===== src/rtl/mbist_fail_log_if.sv =====
// Bus between the MBIST subsystem/consumer and the fail log.
// The master drives run control, fail reports and pops; the slave returns log status.
interface mbist_fail_log_if #(
  parameter int ADDR = 4
);
  logic            start;
  logic            fail;
  logic [ADDR-1:0] fail_addr;
  logic            done;
  logic            pop;
  logic            log_valid;
  logic [ADDR-1:0] log_addr;
  logic [ADDR:0]   fail_count;
  logic            overflow;
  logic            log_done;
  logic            repairable;

  modport master (
    output start, fail, fail_addr, done, pop,
    input  log_valid, log_addr, fail_count, overflow, log_done, repairable
  );

  modport slave (
    input  start, fail, fail_addr, done, pop,
    output log_valid, log_addr, fail_count, overflow, log_done, repairable
  );
endinterface


===== src/rtl/mbist_fail_log.sv =====
// MBIST fail log: captures each distinct failing address of a run into a small FIFO,
// counts unique failures, flags overflow and reports repairability against SPARES rows.
module mbist_fail_log #(
  parameter int ADDR   = 4,
  parameter int DEPTH  = 4,
  parameter int SPARES = 2
) (
  input logic             clk,
  input logic             rst,
  mbist_fail_log_if.slave bus
);
  localparam int IDX_W = $clog2(DEPTH);
  localparam int PTR_W = IDX_W + 1;
  localparam int CNT_W = ADDR + 1;
  localparam logic [CNT_W-1:0] MAX_CNT = {1'b1, {ADDR{1'b0}}};

  typedef enum logic [1:0] {IDLE, ARMED, DONE} state_t;

  state_t state;
  state_t state_next;
  logic   clear;
  logic   capture_en;

  logic [ADDR-1:0]  mem [DEPTH];
  logic [PTR_W-1:0] wr_ptr;
  logic [PTR_W-1:0] rd_ptr;
  logic [PTR_W-1:0] count;
  logic [CNT_W-1:0] fail_count;
  logic             overflow;
  logic             prev_fail;
  logic [ADDR-1:0]  prev_addr;

  logic             empty;
  logic             full;
  logic             event_hit;
  logic             dup;
  logic             unique_evt;
  logic             do_pop;
  logic             do_push;
  logic             drop;
  logic [DEPTH-1:0] hit;

  always_ff @(posedge clk or negedge rst) begin
    if (!rst) state <= IDLE;
    else      state <= state_next;
  end

  // start re-arms and clears from any state; capture is blocked on the clearing edge
  always_comb begin
    state_next = state;
    clear      = 1'b0;
    capture_en = 1'b0;
    unique case (state)
      IDLE: begin
        if (bus.start) begin
          state_next = ARMED;
          clear      = 1'b1;
        end
      end
      ARMED: begin
        if (bus.start) begin
          clear = 1'b1;
        end else begin
          capture_en = 1'b1;
          if (bus.done) state_next = DONE;
        end
      end
      DONE: begin
        if (bus.start) begin
          state_next = ARMED;
          clear      = 1'b1;
        end
      end
      default: state_next = IDLE;
    endcase
  end

  assign count = wr_ptr - rd_ptr;
  assign empty = (wr_ptr == rd_ptr);
  assign full  = (wr_ptr[IDX_W] != rd_ptr[IDX_W]) &&
                 (wr_ptr[IDX_W-1:0] == rd_ptr[IDX_W-1:0]);

  // An entry takes part in duplicate filtering only while it lies between head and tail
  for (genvar i = 0; i < DEPTH; i++) begin : g_entry
    logic [IDX_W-1:0] off;
    assign off    = IDX_W'(i) - rd_ptr[IDX_W-1:0];
    assign hit[i] = ({1'b0, off} < count) && (mem[i] == bus.fail_addr);
  end

  assign dup        = |hit;
  assign event_hit  = capture_en && bus.fail &&
                      (!prev_fail || (bus.fail_addr != prev_addr));
  assign unique_evt = event_hit && !dup;
  assign do_pop     = bus.pop && !empty;
  assign do_push    = unique_evt && (!full || do_pop);
  assign drop       = unique_evt && full && !do_pop;

  always_ff @(posedge clk or negedge rst) begin
    if (!rst) begin
      wr_ptr     <= '0;
      rd_ptr     <= '0;
      fail_count <= '0;
      overflow   <= 1'b0;
      prev_fail  <= 1'b0;
      prev_addr  <= '0;
      for (int i = 0; i < DEPTH; i++) mem[i] <= '0;
    end else if (clear) begin
      wr_ptr     <= '0;
      rd_ptr     <= '0;
      fail_count <= '0;
      overflow   <= 1'b0;
      prev_fail  <= 1'b0;
      prev_addr  <= '0;
      for (int i = 0; i < DEPTH; i++) mem[i] <= '0;
    end else begin
      prev_fail <= bus.fail;
      prev_addr <= bus.fail_addr;
      if (do_push) begin
        mem[wr_ptr[IDX_W-1:0]] <= bus.fail_addr;
        wr_ptr                 <= wr_ptr + 1'b1;
      end
      if (do_pop) rd_ptr <= rd_ptr + 1'b1;
      if (unique_evt && (fail_count != MAX_CNT)) fail_count <= fail_count + 1'b1;
      if (drop) overflow <= 1'b1;
    end
  end

  assign bus.log_valid  = !empty;
  assign bus.log_addr   = empty ? '0 : mem[rd_ptr[IDX_W-1:0]];
  assign bus.fail_count = fail_count;
  assign bus.overflow   = overflow;
  assign bus.log_done   = (state == DONE);
  assign bus.repairable = (state == DONE) && !overflow &&
                          (fail_count <= CNT_W'(SPARES));
endmodule


===== src/flat_wrapper.sv =====
// flat-port wrapper written by rule: the top's interface ports become plain ports
module mbist_fail_log_flat 
#(
  parameter int ADDR   = 4,
  parameter int DEPTH  = 4,
  parameter int SPARES = 2
)
  (clk, rst, bus_start, bus_fail, bus_fail_addr, bus_done, bus_pop, bus_log_valid, bus_log_addr, bus_fail_count, bus_overflow, bus_log_done, bus_repairable);
  mbist_fail_log_if #(.ADDR(ADDR)) bus_i ();
  input logic clk;
  input logic rst;
  input wire logic [$bits(bus_i.start)-1:0] bus_start;
  input wire logic [$bits(bus_i.fail)-1:0] bus_fail;
  input wire logic [$bits(bus_i.fail_addr)-1:0] bus_fail_addr;
  input wire logic [$bits(bus_i.done)-1:0] bus_done;
  input wire logic [$bits(bus_i.pop)-1:0] bus_pop;
  output wire logic [$bits(bus_i.log_valid)-1:0] bus_log_valid;
  output wire logic [$bits(bus_i.log_addr)-1:0] bus_log_addr;
  output wire logic [$bits(bus_i.fail_count)-1:0] bus_fail_count;
  output wire logic [$bits(bus_i.overflow)-1:0] bus_overflow;
  output wire logic [$bits(bus_i.log_done)-1:0] bus_log_done;
  output wire logic [$bits(bus_i.repairable)-1:0] bus_repairable;
  assign bus_i.start = bus_start;
  assign bus_i.fail = bus_fail;
  assign bus_i.fail_addr = bus_fail_addr;
  assign bus_i.done = bus_done;
  assign bus_i.pop = bus_pop;
  assign bus_log_valid = bus_i.log_valid;
  assign bus_log_addr = bus_i.log_addr;
  assign bus_fail_count = bus_i.fail_count;
  assign bus_overflow = bus_i.overflow;
  assign bus_log_done = bus_i.log_done;
  assign bus_repairable = bus_i.repairable;
  mbist_fail_log #(.ADDR(ADDR), .DEPTH(DEPTH), .SPARES(SPARES)) u_core (.clk(clk), .rst(rst), .bus(bus_i));
endmodule

===== config.mk =====
export PLATFORM = sky130hd
export DESIGN_NAME = mbist_fail_log_flat
export DESIGN_NICKNAME = d
export VERILOG_FILES = /design/src/rtl/mbist_fail_log_if.sv /design/src/rtl/mbist_fail_log.sv /design/src/flat_wrapper.sv
export SDC_FILE = /design/constraint.sdc
export NUM_CORES = 1
export LEC_CHECK = 0
export CAP_MARGIN = 20
export CORE_MARGIN = 5
export CORE_UTILIZATION = 45
export DETAILED_ROUTE_END_ITERATION = 12
export PLACE_DENSITY_LB_ADDON = 0.3
export SLEW_MARGIN = 10
export SYNTH_ARGS = -nofsm -noshare
export SYNTH_HDL_FRONTEND = slang
export SYNTH_SLANG_ARGS = --single-unit
export TNS_END_PERCENT = 1

===== constraint.sdc =====
create_clock -name clk -period 3.7 [get_ports clk]
set_clock_uncertainty 0.05 [all_clocks]
set_input_delay 0.74 -clock clk [delete_from_list [all_inputs] [get_ports clk]]
set_output_delay 0.74 -clock clk [all_outputs]
set_load 0.005 [all_outputs]

==> summary.md, run 1 <==
| Metric | Value |
|---|---|
| Synth area leaders | `dfrtp_1, ha_1, xor2_1` |
| Core area | `4820 um^2` |
| Initial Util | `0.471` |
| Fin crit share | `0.918` |
| Max cap viols | `0` |
| Setup TNS | `0 ns` |
| Crit path kind | `reg2reg` |
| First-pass GRT wire length | `8.76 mm` |
| RSZ-0062 raised after global routing | `false` |
| Dpl cell area | `2540 um^2` |
| CTS tree | `yes` |
| EDFF count, synth | `0` |
| Yosys top cell area share | `0.386` |
| Slew of the pin with the lowest slew margin | `0.924 ns` |
| Post-layout min period | `3.40 ns` |
| Hold Path Class | `reg2reg` |
| Yosys warnings | `0` |
| Number of antenna violations at the first check in global routing | `0` |
| Worst Path Arrival | `3.46 ns` |
| IO Pins | `23` |
| Crit Path Max Fanout | `21` |
| CTS H-Tree Depth | `2` |
| Die height | `81.0 um` |
| Gr usage total | `0.178` |
| Routability Congestion | `0.813` |
| Post_cts resized | `0` |
| DP HPWL | `3.79 mm` |
| Yosys reg bits | `35` |
| Top FF cell, synth | `dfrtp_1` |
| CP Capture Type | `flip-flop` |
| Clock tree buffer depth | `2` |
| Library cells used by synthesis | `33` |
| Clk pin slew, worst setup/hold paths | `0.06 ns` |
| Cts hold-fix bufs | `0` |
| Worst EP required | `3.76 ns` |
| CTS Buf Count | `5` |
| Port Buf Inserts | `22` |
| TritonCTS sink count | `35` |
| Area grow syn2layout | `15.1%` |
| Buffer count from post-CTS setup fixing | `0` |
| Total power draw | `1.01 mW` |
| Pwr Density | `386 nW/um^2` |
| Antenna diode count | `0` |
| GR Overflow Total | `0` |
| Via density | `5.66` |
| R2R Path Start | `u_core.wr_ptr[0]` |
| WHS | `0.438 ns` |
| Crit path from | `u_core.wr_ptr[0]` |
| Layout cell share with drive strength beyond 1 | `0.0543` |
| Leading area contributor after synthesis | `dfrtp_1` |
| Crit start category | `flip-flop` |
| Iter 0 DRT Violations | `121` |
| Average size of a mapped cell | `9.37 um^2` |
| Final setup violation count | `0` |
| Synth Cell Area | `2270 um^2` |
| Die X | `81.0 um` |
| Final #Nets | `287` |
| Fin area | `2610 um^2` |
| Hold wc startpoint | `u_core.state[1]` |
| DRT Pass-1 Iters | `4` |
| DR DRC count | `0` |
| Vias in the first global route | `1,760` |
| Max Clk Rate | `0.294 GHz` |
| Final core occ | `0.542` |
| DRT antenna net count | `0` |
| Post-Syn Instances | `242` |
| Skew-Pair Late Insertion Delay | `0.28 ns` |
| Max VDD drop | `0.000245 V` |
| WL final | `5.25 mm` |
| Final hold vios | `0` |
| Via count | `1,839` |
| Clock root buffer master | `clkbuf_8` |
| Leak pwr | `1.11 nW` |
| Commonest non-fill, non-tap cell in the layout | `dfrtp_1` |
| Die ar. | `6560 um^2` |
| Sequential area share after synthesis | `0.386` |
| Largest net degree at the start of global routing | `36` |
| Fin. max-slew vios | `0` |
| Wire per inst | `16.1 um` |
| Status | `finished clean` |
| Worst slew margin relative to its limit | `0.384` |
| Commonest cells after routing, fill and taps aside | `dfrtp_1, nand3_1, a21oi_1` |
| Async SR Flop Fraction | `1.00` |
| FP Rows | `25` |
| Syn_nets | `270` |
where the power goes:
| group | leakage (nW) | switching, mW | internal [mW] |
|---|---|---|---|
| Clock | 0.0371 | 0.120 | 0.125 |
| Combinational | 0.598 | 0.177 | 0.149 |
| Sequential | 0.477 | 0.0341 | 0.402 |
| Total | 1.11 | 0.331 | 0.676 |
worst max-delay path: stages (launching register included):
cell and delay, ns:
dfrtp_1 0.46, inv_1 0.18, ha_1 0.17, inv_1 0.05, fa_1 0.47, inv_1 0.09, ha_1 0.28, nor2b_1 0.11
o21ai_0 0.09, a32o_1 0.25, or3_1 0.47, buf_4 0.25, o21ai_0 0.19, a21oi_1 0.11
worst paths after layout:
path | endpoint | cells past startpoint | slack (ns)
worst max-delay path | u_core.mem[14] | 13 | 0.30
worst min-delay path | u_core.state[0] | 1 | 0.44
worst max register to register | u_core.mem[14] | 13 | 0.30
worst min register to register | u_core.state[0] | 1 | 0.44
max in group asynchronous | u_core.mem[0] | 2 | 2.45
min in group asynchronous | u_core.bus.fail_count[2] | 2 | 0.82
routing by layer:
| layer | global-route usage | wire length (um) | up-vias |
|---|---|---|---|
| met1 | 0.250 | 2330 | 890 |
| met3 | 0.0299 | 350 | 6 |
| met5 | 0 | 0 | - |
| li1 | - | - | 883 |
| met2 | 0.274 | 2500 | 60 |
| met4 | 0.0676 | 68 | 0 |
final cells by class:
class	instances	area, um^2
clock buffers	6	72.6
repair buffers	25	243
flip-flops and latches	35	876
fillers	477	2210
inverters	12	45.0
multi-input cells	180	1290
well taps	67	83.8
cells in the mapped netlist, types with 2 or more instances:
cell,n
nor2_1,7
nor2b_1,4
nand2_1,9
mux4_2,4
a21oi_1,23
clkbuf_1,10
and3_1,4
o211ai_1,4
inv_1,12
buf_2,5
and2_1,11
ha_1,17
nor3_1,2
dfrtp_1,35
or3_1,2
nor4_1,3
xor2_1,16
a21o_1,2
o21ai_0,19
nand3_1,27
o31ai_1,3
nand4_1,4
xnor2_1,7
o21ai_1,3
kinds of logic after synthesis:
kind of cell / after synthesis / synth area share
AND/OR/NAND/NOR: 75 / 0.174
AO/OA/AOI/OAI: 58 / 0.145
flip-flops: 35 / 0.386
buffers and inverters: 27 / 0.0475
XOR/XNOR: 24 / 0.0999
adder cells (fa/ha/maj): 18 / 0.103
multiplexers: 5 / 0.0442
registers in the layout, indices dropped and copies added, names as in the netlist:
signal                 count
u_core.bus.fail_count      5
u_core.bus.overflow        1
u_core.mem                16
u_core.prev_addr           4
u_core.prev_fail           1
u_core.rd_ptr              3
u_core.state               2
u_core.wr_ptr              3
per-stage QoR:
stage	worst slack (ns)	cells
after CTS	0.343	325
final	0.303	325
after detailed placement	0.348	319
after global routing	0.0894	325
after global placement	0.415	319
after floorplan	0.679	242
Power figures use the tool's default switching activity.
==> run 2, diff against run 1 <==
clock period = 3.35 ns   (was 3.7 ns; I/O delays follow)
==> summary.md, run 2 (same netlist as run 1, synthesis figures left out) <==
| Metric | Value |
|---|---|
| Worst Path Arrival | `3.18 ns` |
| Max cap viols | `0` |
| Slew of the pin with the lowest slew margin | `0.485 ns` |
| DRT antenna net count | `0` |
| DR DRC count | `0` |
| Via density | `5.64` |
| Post-layout min period | `3.07 ns` |
| Clk pin slew, worst setup/hold paths | `0.07 ns` |
| RSZ-0062 raised after global routing | `false` |
| Die X | `81.0 um` |
| Regs by FF count | `u_core.mem x16, u_core.bus.fail_count x5, u_core.prev_addr x4` |
| Worst EP required | `3.47 ns` |
| Iter 0 DRT Violations | `142` |
| Routed wl met2 | `2.63 mm` |
| Routability Congestion | `0.912` |
| Final setup violation count | `0` |
| Max FFs per register | `16` |
| DR WL met3 | `279 um` |
| Worst slew margin relative to its limit | `0.676` |
| Antenna diode count | `0` |
| Area grow syn2layout | `18.2%` |
| Via count | `1,885` |
| Clock root buffer master | `clkbuf_8` |
| DP HPWL | `4.02 mm` |
| R2R Path Start | `u_core.wr_ptr[0]` |
| Largest stage delay, worst path | `0.47 ns` |
| Final hold vios | `0` |
| Pwr Density | `441 nW/um^2` |
| Critical path's slowest cell | `fa_1` |
| CTS Buf Count | `5` |
| Register with the most flip-flops | `u_core.mem` |
| Cts hold-fix bufs | `0` |
| Vias in the first global route | `1,788` |
| Hold Path Class | `reg2reg` |
| First-pass GRT wire length | `9.26 mm` |
| Final #Nets | `294` |
| Initial Util | `0.471` |
| Core area | `4820 um^2` |
| R2R setup slack | `0.28 ns` |
| FP Rows | `25` |
| Crit path kind | `reg2reg` |
| Met1 WL | `2.45 mm` |
| Fin cells | `334` |
| CTS tree | `yes` |
| Max Clk Rate | `0.326 GHz` |
| Cells on Worst Hold Path | `1` |
| Dpl cell area | `2590 um^2` |
| Crit Path Max Fanout | `21` |
| R2R depth | `13` |
| Placed Cells | `326` |
| Most frequent CP cell | `inv_1` |
| Number of antenna violations at the first check in global routing | `0` |
| TritonCTS sink count | `35` |
| Fin crit share | `0.916` |
| Crit start category | `flip-flop` |
| Largest net degree at the start of global routing | `36` |
| Leak pwr | `1.15 nW` |
| WHS Endpoint | `u_core.state[0]` |
| Crit-path cells | `inv_1 > ha_1 > inv_1 > fa_1 > inv_1 > ha_1 > nor2b_1 > o21ai_0 > a32o_1 > or3_4 > buf_4 > o21ai_0 > a21oi_1` |
| Die ar. | `6560 um^2` |
| Die height | `81.0 um` |
| Status | `finished clean` |
| Gr usage total | `0.187` |
| Max VDD drop | `0.000313 V` |
| Port Buf Inserts | `22` |
| Hold wc startpoint | `u_core.state[1]` |
| Commonest cells after routing, fill and taps aside | `dfrtp_1, nand3_1, a21oi_1` |
| IO Pins | `23` |
| DRT Pass-1 Iters | `4` |
| Fin area | `2680 um^2` |
| Setup TNS | `0 ns` |
| Wire per inst | `16.2 um` |
| Worst R2R End | `u_core.wr_ptr[1]` |
| Skew-Pair Late Insertion Delay | `0.29 ns` |
| CTS H-Tree Depth | `2` |
| Fill cells | `453` |
| DR top layer | `met4` |
| Fin. max-slew vios | `0` |
| Layout cell share with drive strength beyond 1 | `0.0899` |
| CP Capture Type | `flip-flop` |
| GR Overflow Total | `0` |
| Clock tree buffer depth | `2` |
| Commonest non-fill, non-tap cell in the layout | `dfrtp_1` |
| WL final | `5.42 mm` |
[run 2: changes by cell type in the layout (fill, tap and decap cells not counted), sizes merged]
cell,before,now
buf,3,10
clkinv,0,1
clkinvlp,0,1
[run 2: per-layer routing]
layer	vias up	global-route usage
met4	0	0.0507
met5	-	0
li1	900	-
met2	54	0.298
met1	924	0.258
met3	7	0.0366
[run 2: worst max-delay path: cells and delay by family (launching register included)]
kind | cells | cell delay, ns
AND/OR/NAND/NOR | 2 | 0.51
adder cells (fa/ha/maj) | 3 | 0.90
flip-flops | 1 | 0.38
buffers and inverters | 4 | 0.43
AO/OA/AOI/OAI | 4 | 0.67
[run 2: power by group]
part | internal [mW] | leakage, nW | switching [mW]
clock | 0.145 | 0.0412 | 0.154
combinational | 0.181 | 0.634 | 0.239
sequential | 0.444 | 0.477 | 0.0187
total | 0.770 | 1.15 | 0.412
[run 2: through the flow]
stage	utilization	worst slack, ns	hold slack [ns]	total power, mW
global route	0.556	0.0670	0.488	1.27
detailed placement	0.537	0.192	0.430	0.890
CTS	0.555	0.208	0.437	1.19
floorplan	-	0.329	0.324	0.734
global placement	0.537	0.249	0.421	0.876
finish	0.556	0.282	0.446	1.18
[run 2: timing repair]
action,4_1_cts,5_1_grt
endpoints found under the setup margin,0,3
buffers inserted,0,0
endpoints found under the hold margin,0,0
gates resized for setup,0,1
[run 2: worst max path at each step]
| stage | to | slack, ns | cells past startpoint | start |
|---|---|---|---|---|
| detailed placement | u_core.wr_ptr[1] | 0.19 | 8 | bus_fail_addr[3] |
| CTS | u_core.wr_ptr[1] | 0.21 | 13 | u_core.wr_ptr[0] |
| global placement | u_core.mem[10] | 0.25 | 8 | bus_fail_addr[2] |
| global route | u_core.mem[8] | 0.07 | 13 | u_core.wr_ptr[0] |
| finish | u_core.wr_ptr[1] | 0.28 | 13 | u_core.wr_ptr[0] |
| floorplan | u_core.bus.fail_count[4] | 0.33 | 13 | u_core.wr_ptr[0] |
[run 2: layout make-up]
type                       count  area (um^2)  area share
clock inverter                 2         12.5     0.00467
multi-input combinational    180         1290       0.483
sequential                    35          876       0.327
timing repair buffer          32          295       0.110
inverter                      12         45.0      0.0168
clock buffer                   6         72.6      0.0271
tap                           67         83.8      0.0313
==> run 3, diff against run 2 <==
CORE_ASPECT_RATIO = 0.6   (was unset)
==> summary.md, run 3 (same netlist as run 1, synthesis figures left out) <==
| Metric | Value |
|---|---|
| Wire per inst | `16.7 um` |
| Slew of the pin with the lowest slew margin | `0.955 ns` |
| Via count | `1,870` |
| Sequential share of power | `0.347` |
| Final #Nets | `291` |
| IO Pins | `23` |
| CTS tree | `yes` |
| CTS H-Tree Depth | `2` |
| Fill cells | `444` |
| Status | `finished clean` |
| GR Overflow Total | `0` |
| Final core occ | `0.542` |
| Commonest non-fill, non-tap cell in the layout | `dfrtp_1` |
| Setup TNS | `0 ns` |
| Fin crit share | `0.928` |
| CP Capture Type | `flip-flop` |
| Clock tree buffer depth | `2` |
| Worst slew margin relative to its limit | `0.363` |
| Crit path kind | `reg2reg` |
| Final setup violation count | `0` |
| Comb power frac | `0.306` |
| Vias in the first global route | `1,686` |
| Max Clk Rate | `0.322 GHz` |
| Int Power | `0.917 mW` |
| R2R setup slack | `0.24 ns` |
| Gr usage total | `0.177` |
| Commonest cells after routing, fill and taps aside | `dfrtp_1, nand3_1, a21oi_1` |
| Buffer count from post-CTS setup fixing | `0` |
| Iter 0 DRT Violations | `161` |
| Cts hold-fix bufs | `0` |
| Clk pin slew, worst setup/hold paths | `0.08 ns` |
| Via density | `5.67` |
| Hold wc startpoint | `u_core.state[1]` |
| Most frequent CP cell | `inv_1` |
| Skew-Pair Late Insertion Delay | `0.30 ns` |
| Die X | `102 um` |
| Crit-path cells | `inv_1 > ha_1 > inv_1 > fa_1 > inv_1 > ha_1 > nor2b_1 > o21ai_0 > a32o_1 > or3_1 > buf_4 > o21ai_0 > a21oi_1` |
| Area grow syn2layout | `19.0%` |
| CTS Buf Count | `5` |
| Crit start category | `flip-flop` |
| WHS Endpoint | `u_core.state[0]` |
| Pwr Density | `494 nW/um^2` |
| Largest stage delay, worst path | `0.47 ns` |
| DRT Pass-1 Iters | `5` |
| Post_cts resized | `0` |
| R2R depth | `13` |
| Placed Cells | `322` |
| DP HPWL | `3.96 mm` |
| Post-layout min period | `3.11 ns` |
| Worst Path Arrival | `3.20 ns` |
| Antenna diode count | `0` |
| Regs by FF count | `u_core.mem x16, u_core.bus.fail_count x5, u_core.prev_addr x4` |
| WL final | `5.52 mm` |
| Largest net degree at the start of global routing | `36` |
| Clock share of power | `0.347` |
| FP Rows | `20` |
| Net Sw Frac | `0.312` |
| TritonCTS sink count | `35` |
| Port Buf Inserts | `22` |
| Critical path's slowest cell | `fa_1` |
| Psw | `0.416 mW` |
| Max FFs per register | `16` |
| Max cap viols | `0` |
| Cells on Worst Hold Path | `1` |
| Layout cell share with drive strength beyond 1 | `0.0758` |
| Fin. max-slew vios | `0` |
| First-pass GRT wire length | `8.83 mm` |
| Final hold vios | `0` |
| Routability Congestion | `0.864` |
| Worst EP required | `3.44 ns` |
| Max VDD drop | `0.000221 V` |
| Number of antenna violations at the first check in global routing | `0` |
| R2R Path Start | `u_core.wr_ptr[0]` |
| Fin cells | `330` |
| Worst R2R End | `u_core.mem[1]` |
| DR DRC count | `0` |
| Initial Util | `0.455` |
| Die height | `65.0 um` |
| Crit Path Max Fanout | `14` |
| DRT antenna net count | `0` |
| Register with the most flip-flops | `u_core.mem` |
| Clock root buffer master | `clkbuf_8` |
| Die ar. | `6600 um^2` |
| Hold Path Class | `reg2reg` |
| RSZ-0062 raised after global routing | `false` |
| Leak pwr | `1.16 nW` |
| Core area | `4980 um^2` |
## run 3: cell types whose count changed in the layout (fill, tap and decap cells not counted)
cell and change:
clkinv_2 -1, buf_4 -3, or3_1 +1, o21ai_0 -2, clkinvlp_4 -1, or3_4 -1
bufinv_16 +2, o21ai_1 +2
## run 3: cell type report
type | instances | area (um^2) | area share
inverters | 12 | 45.0 | 0.0167
well taps | 66 | 82.6 | 0.0306
clock buffers | 6 | 72.6 | 0.0269
clock inverters | 2 | 60.1 | 0.0223
repair buffers | 29 | 273 | 0.101
multi-input cells | 180 | 1290 | 0.478
flip-flops and latches | 35 | 876 | 0.325
## run 3: how the worst max path moves through the flow
stage	start	end	slack [ns]	depth (start not counted)
final	u_core.wr_ptr[0]	u_core.mem[1]	0.24	13
after global routing	u_core.wr_ptr[0]	u_core.wr_ptr[0]	0.0002	13
after CTS	u_core.wr_ptr[0]	u_core.mem[13]	0.24	13
after detailed placement	bus_fail_addr[1]	u_core.mem[13]	0.24	8
after global placement	bus_fail_addr[3]	u_core.mem[13]	0.30	8
after floorplan	u_core.wr_ptr[0]	u_core.bus.fail_count[4]	0.33	13
## run 3: critical path, delay by kind of cell, from the launching register on
kind / cells / cell delay [ns]
and+or+nand+nor: 2 / 0.53
AOI/OAI and AO/OA: 4 / 0.61
adders and majority gates: 3 / 0.91
DFF: 1 / 0.38
buffers and inverters: 4 / 0.47
## run 3: power groups by stage
stage / sequential (mW) / combinational (mW) / clock, mW
final: 0.463 / 0.408 / 0.463
after global routing: 0.466 / 0.460 / 0.488
after CTS: 0.462 / 0.405 / 0.469
after detailed placement: 0.470 / 0.402 / 0
after global placement: 0.470 / 0.399 / 0
after floorplan: 0.472 / 0.262 / 0
## run 3: metal layers
metal | GRT usage | share of wire
met1 | 0.278 | 0.51
met2 | 0.234 | 0.40
met3 | 0.0505 | 0.087
met4 | 0.0448 | 0.0092
met5 | 0 | 0
## run 3: stage by stage
step	hold slack, ns	setup WS (ns)	cell area (um^2)	total power [mW]
2_1_floorplan	0.324	0.329	2270	0.734
3_3_place_gp	0.426	0.302	2560	0.869
3_5_place_dp	0.453	0.240	2560	0.872
4_1_cts	0.447	0.237	2700	1.34
5_1_grt	0.471	0.000188	2700	1.41
6_report	0.452	0.242	2700	1.33
